$ cat config.mk
export PLATFORM = sky130hd
export DESIGN_NAME = fifo_wr_arbiter
export DESIGN_NICKNAME = d
export VERILOG_FILES = /design/src/rtl/fifo_wr_arbiter_pkg.sv /design/src/rtl/fifo_wr_arbiter_rr_pick.sv /design/src/rtl/fifo_wr_arbiter.sv
export SDC_FILE = /design/constraint.sdc
export NUM_CORES = 1
export LEC_CHECK = 0
export CORE_MARGIN = 2
export CORE_UTILIZATION = 31
export CTS_CLUSTER_DIAMETER = 80
export DETAILED_ROUTE_END_ITERATION = 10
export GPL_TIMING_DRIVEN = 0
export PLACE_DENSITY_LB_ADDON = 0.12
export SLEW_MARGIN = 20
export SYNTH_ARGS = -nofsm -noshare
export SYNTH_HDL_FRONTEND = slang
export SYNTH_SLANG_ARGS = --single-unit
$ cat constraint.sdc
create_clock -name clk -period 1.6 [get_ports clk]
set_clock_uncertainty 0.2 [all_clocks]
set_input_delay 0.24 -clock clk [delete_from_list [all_inputs] [get_ports clk]]
set_output_delay 0.24 -clock clk [all_outputs]
set_load 0.02 [all_outputs]
$ cat src/rtl/fifo_wr_arbiter_pkg.sv
// Shared types and width helpers for the fifo write-port arbiter.
package fifo_wr_arbiter_pkg;

  typedef enum logic [0:0] {StIdle, StXfer} arb_state_t;

  // Index width for NREQ requesters; at least one bit.
  function automatic int unsigned idx_width(input int unsigned n);
    return (n > 1) ? $clog2(n) : 1;
  endfunction

  // Beat counter width: must be able to hold MAX_BURST.
  function automatic int unsigned cnt_width(input int unsigned max_burst);
    return $clog2(max_burst + 1);
  endfunction

endpackage

$ cat src/rtl/fifo_wr_arbiter_rr_pick.sv
// Combinational round-robin picker: first set request after last_id, wrapping mod NREQ.
module fifo_wr_arbiter_rr_pick
  import fifo_wr_arbiter_pkg::*;
#(
  parameter int unsigned NREQ = 4,
  parameter int unsigned IdW  = idx_width(NREQ)
) (
  input  logic [NREQ-1:0] i_req,
  input  logic [IdW-1:0]  i_last_id,
  output logic [IdW-1:0]  o_winner,
  output logic            o_valid
);

  // Scan farthest-to-nearest so the nearest set request after last_id overwrites the rest.
  always_comb begin
    logic [IdW-1:0] w_pos;
    o_winner = '0;
    o_valid  = 1'b0;
    w_pos    = '0;
    for (int k = int'(NREQ); k >= 1; k--) begin
      w_pos = IdW'((int'(i_last_id) + k) % int'(NREQ));
      if (i_req[w_pos]) begin
        o_winner = w_pos;
        o_valid  = 1'b1;
      end
    end
  end

endmodule

$ cat src/rtl/fifo_wr_arbiter.sv
// Round-robin burst arbiter sharing one TX fifo write port among NREQ requesters.
module fifo_wr_arbiter
  import fifo_wr_arbiter_pkg::*;
#(
  parameter int unsigned NREQ      = 4,
  parameter int unsigned WIDTH     = 8,
  parameter int unsigned MAX_BURST = 4
) (
  input  logic                       clk,
  input  logic                       rst,
  input  logic [NREQ-1:0]            i_req,
  input  logic [NREQ*WIDTH-1:0]      i_req_data,
  input  logic [NREQ-1:0]            i_req_last,
  output logic [NREQ-1:0]            o_gnt,
  output logic                       o_fifo_wr,
  output logic [WIDTH-1:0]           o_fifo_wr_data,
  input  logic                       i_fifo_full,
  output logic                       o_busy,
  output logic [idx_width(NREQ)-1:0] o_grant_id
);

  localparam int unsigned IdW  = idx_width(NREQ);
  localparam int unsigned CntW = cnt_width(MAX_BURST);
  localparam logic [CntW-1:0] LastBeat = CntW'(MAX_BURST - 1);

  arb_state_t      r_state, w_state_nxt;
  logic [IdW-1:0]  r_last_id, w_last_id_nxt;
  logic [IdW-1:0]  r_grant_id, w_grant_id_nxt;
  logic [CntW-1:0] r_beat_cnt, w_beat_cnt_nxt;
  logic [IdW-1:0]  w_winner;
  logic            w_winner_vld;
  logic            w_accept;

  fifo_wr_arbiter_rr_pick #(
    .NREQ (NREQ),
    .IdW  (IdW)
  ) u_rr_pick (
    .i_req     (i_req),
    .i_last_id (r_last_id),
    .o_winner  (w_winner),
    .o_valid   (w_winner_vld)
  );

  // A beat moves only while a grant is held, the requester is present and the fifo has room.
  assign w_accept = !rst && (r_state == StXfer) && i_req[r_grant_id] && !i_fifo_full;

  // State registers; reset leaves requester 0 with top priority.
  always_ff @(posedge clk) begin
    if (rst) begin
      r_state    <= StIdle;
      r_last_id  <= IdW'(NREQ - 1);
      r_grant_id <= '0;
      r_beat_cnt <= '0;
    end else begin
      r_state    <= w_state_nxt;
      r_last_id  <= w_last_id_nxt;
      r_grant_id <= w_grant_id_nxt;
      r_beat_cnt <= w_beat_cnt_nxt;
    end
  end

  // Next-state: arbitrate in idle, count beats and detect burst end in xfer.
  always_comb begin
    w_state_nxt    = r_state;
    w_last_id_nxt  = r_last_id;
    w_grant_id_nxt = r_grant_id;
    w_beat_cnt_nxt = r_beat_cnt;
    unique case (r_state)
      StIdle: begin
        if (w_winner_vld) begin
          w_state_nxt    = StXfer;
          w_grant_id_nxt = w_winner;
          w_beat_cnt_nxt = '0;
        end
      end
      StXfer: begin
        if (!i_req[r_grant_id]) begin
          // Requester abandoned the burst.
          w_state_nxt   = StIdle;
          w_last_id_nxt = r_grant_id;
        end else if (w_accept) begin
          if (i_req_last[r_grant_id] || (r_beat_cnt == LastBeat)) begin
            w_state_nxt   = StIdle;
            w_last_id_nxt = r_grant_id;
          end else begin
            w_beat_cnt_nxt = r_beat_cnt + 1'b1;
          end
        end
      end
      default: w_state_nxt = StIdle;
    endcase
  end

  // Output mux: data forced to zero whenever no write happens.
  always_comb begin
    o_gnt          = '0;
    o_fifo_wr      = w_accept;
    o_fifo_wr_data = '0;
    if (w_accept) begin
      o_gnt[r_grant_id] = 1'b1;
      o_fifo_wr_data    = i_req_data[r_grant_id*WIDTH +: WIDTH];
    end
  end

  assign o_busy     = !rst && (r_state == StXfer);
  assign o_grant_id = r_grant_id;

endmodule

==> run_results.csv, run 1 <==
group,metric,value,unit
outcome,status,"finished with violations",
outcome,violations,"setup timing",
place,hpwlAfterDp,2030,microns
setup_path,critPathKind,"reg -> out",
floorplan,ios,59,
yosys,synth_xor_xnor_area_share,0,%
yosys,synth_area_leader_cell,"mux4_2",
yosys,synth_area_leaders,"mux4_2 (25%), dfxtp_1 (20%), and3_1 (7.6%)",
timing,setup_viol,19,
floorplan,die_h,55.5,microns
timing,fin_crit,2.12,ns
yosys,synth_compound_area_share,14.5,%
route,wl,2740,microns
timing,slew_violations,0,
power_and_ir_drop,switchingPower,0.280,mW
clock_network,clk_pin_slew_worst_paths,0.06,ns
clock_network,cts_root_buf,"clkbuf_4",
power_and_ir_drop,max-vdd-ir-drop,0.454,mV
final_layout,final_cell_area,0.00164,sq mm
worst_hold_path,hold_path.class,"in -> reg",
timing,rsz0062_at_grt,"true",
yosys,synth.distinct_cells,35,
floorplan,die_x,55.5,microns
power_and_ir_drop,pwr-share-comb,54.3,%
route,drcViolationCount,0,
route,dr.pass1.iters,4,
setup_path,cp-end-kind,"primary output",
power_and_ir_drop,p_per_area,537,mW/mm^2
setup_path,crit_arrival,1.68,ns
route,vias_per_cell,5.20,
floorplan,start_util,32.8,%
floorplan,core.rowCount,18,
clock_network,clk_path_buf_depth,2,
final_layout,area_delta_synth_final,99.2,%
power_and_ir_drop,internal_power,0.598,mW
final_layout,fillers,205,
setup_path,cp_slowest_cell,"mux4_2",
power_and_ir_drop,p_sw_share,31.9,%
power_and_ir_drop,p_seq_share,26.8,%
power_and_ir_drop,total_power,0.878,mW
timing,whs,0.0707,ns
global_route,grt_pass1_wl,4550,microns
final_layout,drive_above_1_share,42.7,%
setup_path,required,1.16,ns
final_layout,multi_input_area,673,sq um
power_and_ir_drop,power_leakage,0.701,nW
yosys,syn_nets,131,
setup_path,slowest_delay,0.58,ns
power_and_ir_drop,clock_power_share,18.9,%
place,post_dp_cell_area,0.00147,sq mm
final_layout,diodes,0,
clock_network,cts_tree,"done",
yosys,synth_top_family_by_area,"multiplexers",
yosys,yosysSeqAreaShare,19.5,%
setup_path,worst_path_dominant_cell_family,"multiplexers",
clock_network,cts_buffers,3,
global_route,grt_antenna_before_repair,0,
timing,slew_headroom,69.4,%
route,vias,972,
yosys,yosysWarnings,0,
global_route,gr-total-overflow,0,
timing,fmax,0.472,GHz
clock_network,clk_latency,0.26,ns
yosys,yosys-top-cells-count,"and3_1 (10), mux4_2 (9), dfxtp_1 (8)",
timing,period_share,133,%
yosys,yosysMostFrequentCell,"and3_1",
yosys,synth_fa_ha_area_share,3.05,%
final_layout,nNetsFinal,203,
global_route,grt_pass1_vias,960,
route,ant_nets,0,
clock_network,cts_htree_levels,1,
global_route,grt_usage,18.2,%
place,post-place-cells,173,
setup_path,startpoint_type,"flip-flop",
timing,worstMarginPinSlew,0.454,ns
floorplan,fp.dieArea,0.00308,sq mm
yosys,yosysTopAreaCellShare,24.7,%
route,post_drt_wl_per_cell,14.7,microns
setup_path,critPathBufInv,2,
run,max-cap-violations,0,
final_layout,final_cells,187,
setup_path,crit_fanout,5,
route,drtIter0Drc,39,
yosys,synthCells,86,
yosys,async_flop_share,0,%
place,place_congestion,0.904,
yosys,synthFlopType,"dfxtp_1",
yosys,synthesis.area,821,sq um
floorplan,core_area,0.00250,sq mm
timing,setup_slack,-0.520,ns
place,port_buffers,57,
timing,hold_violations,0,
yosys,ys_ff_latch,8,
yosys,syn_area_per_cell,9.54,sq um
yosys,synth_edf_count,0,
yosys,yosys-mux-area-fraction,33.8,%
setup_path,cp_cell_sequence,"mux4_2, nand2_4, inv_4, and3_4, buf_6",
final_layout,final-seq-area,165,sq um
global_route,grt_max_degree,11,
clock_network,clock-sinks,8,
yosys,synth_simple_gate_area_share,21.3,%
kinds of logic (layout without fill, tap and decap cells):
| group | count (synthesis) | count (layout) |
|---|---|---|
| and+or+nand+nor | 31 | 31 |
| buffers and inverters | 14 | 85 |
| adders and majority gates | 2 | 2 |
| AOI/OAI and AO/OA | 15 | 15 |
| muxes | 16 | 16 |
| DFF | 8 | 8 |
worst paths after layout:
kind,start,to,slack [ns],cells past startpoint
setup / recovery,o_grant_id[0]$_SDFFE_PP0P_,o_gnt[3],-0.52,5
hold / removal,rst,r_state$_SDFF_PP0_,0.07,2
setup reg to reg,o_grant_id[0]$_SDFFE_PP0P_,r_beat_cnt[1]$_SDFFE_PP0P_,-0.39,6
hold reg to reg,r_beat_cnt[0]$_SDFFE_PP0P_,r_beat_cnt[0]$_SDFFE_PP0P_,0.29,1
placed cells by master, fill, tap and decap left out, types with 2 or more instances in the layout:
master	n
nor2_1	6
mux2i_1	6
dlymetal6s2s_1	2
clkdlybuf4s50_1	37
buf_2	2
nor3b_2	3
dfxtp_1	6
a21oi_1	3
ha_1	2
clkbuf_1	2
buf_4	13
dlygate4sd2_1	4
and3_4	9
buf_6	14
inv_1	6
clkbuf_4	3
nand2_1	4
mux4_2	9
worst register-to-register path, cell delays in order (launching register included):
cell and delay (ns):
dfxtp_4 0.37, mux4_2 0.58, nand2_4 0.14, buf_4 0.11, buf_4 0.11, nor2_4 0.05
mux2_4 0.30
per-stage QoR:
step	util, %	setup TNS, ns	setup slack [ns]
after global placement	58.9	-17.75	-1.13
after global routing	65.4	-8.99	-0.592
after floorplan	-	-3.88	-0.318
after CTS	64.2	-8.54	-0.601
after detailed placement	58.9	-18.07	-1.15
final	65.4	-7.51	-0.520
per-layer routing:
metal  wire length, microns  vias up  track usage, %
met1                   1140      453            23.0
met2                   1380       43            31.0
li1                       -      474               -
met4                     17        0            3.14
met5                      0        -               0
met3                    204        2            5.62
registers in the layout, indices dropped and copies added, names as in the netlist:
name / cells
r_last_id: 2
r_beat_cnt: 3
o_grant_id: 2
r_state: 1
repair_timing:
item / in CTS / in global routing
setup endpoints to repair: 24 / 22
hold endpoints to repair: 0 / 0
pin swaps: 2 / 2
resized for setup: 97 / 8
hold buffers: 0 / 0
buffers inserted: 7 / 4
power by group through the flow:
stage	clock network [mW]	registers [mW]	logic, mW
final	0.166	0.236	0.476
after global routing	0.181	0.240	0.509
after CTS	0.174	0.232	0.474
after detailed placement	0	0.235	0.427
after global placement	0	0.234	0.420
after floorplan	0	0.240	0.243
layout make-up:
type	instances	share of cell area [%]
Inverter	7	1.76
Sequential cell	8	10.1
Buffer	6	2.68
Timing Repair Buffer	68	40.4
Tap cell	30	2.30
Clock buffer	4	1.61
Multi-Input combinational cell	64	41.2
Power figures use the tool's default switching activity.
==> inputs of run 2 (changes only) <==
Settings changed: RECOVER_POWER from default to 50.
==> results of run 2 <==
Same layout as run 1: the final DEF is identical, and so are final timing and power.
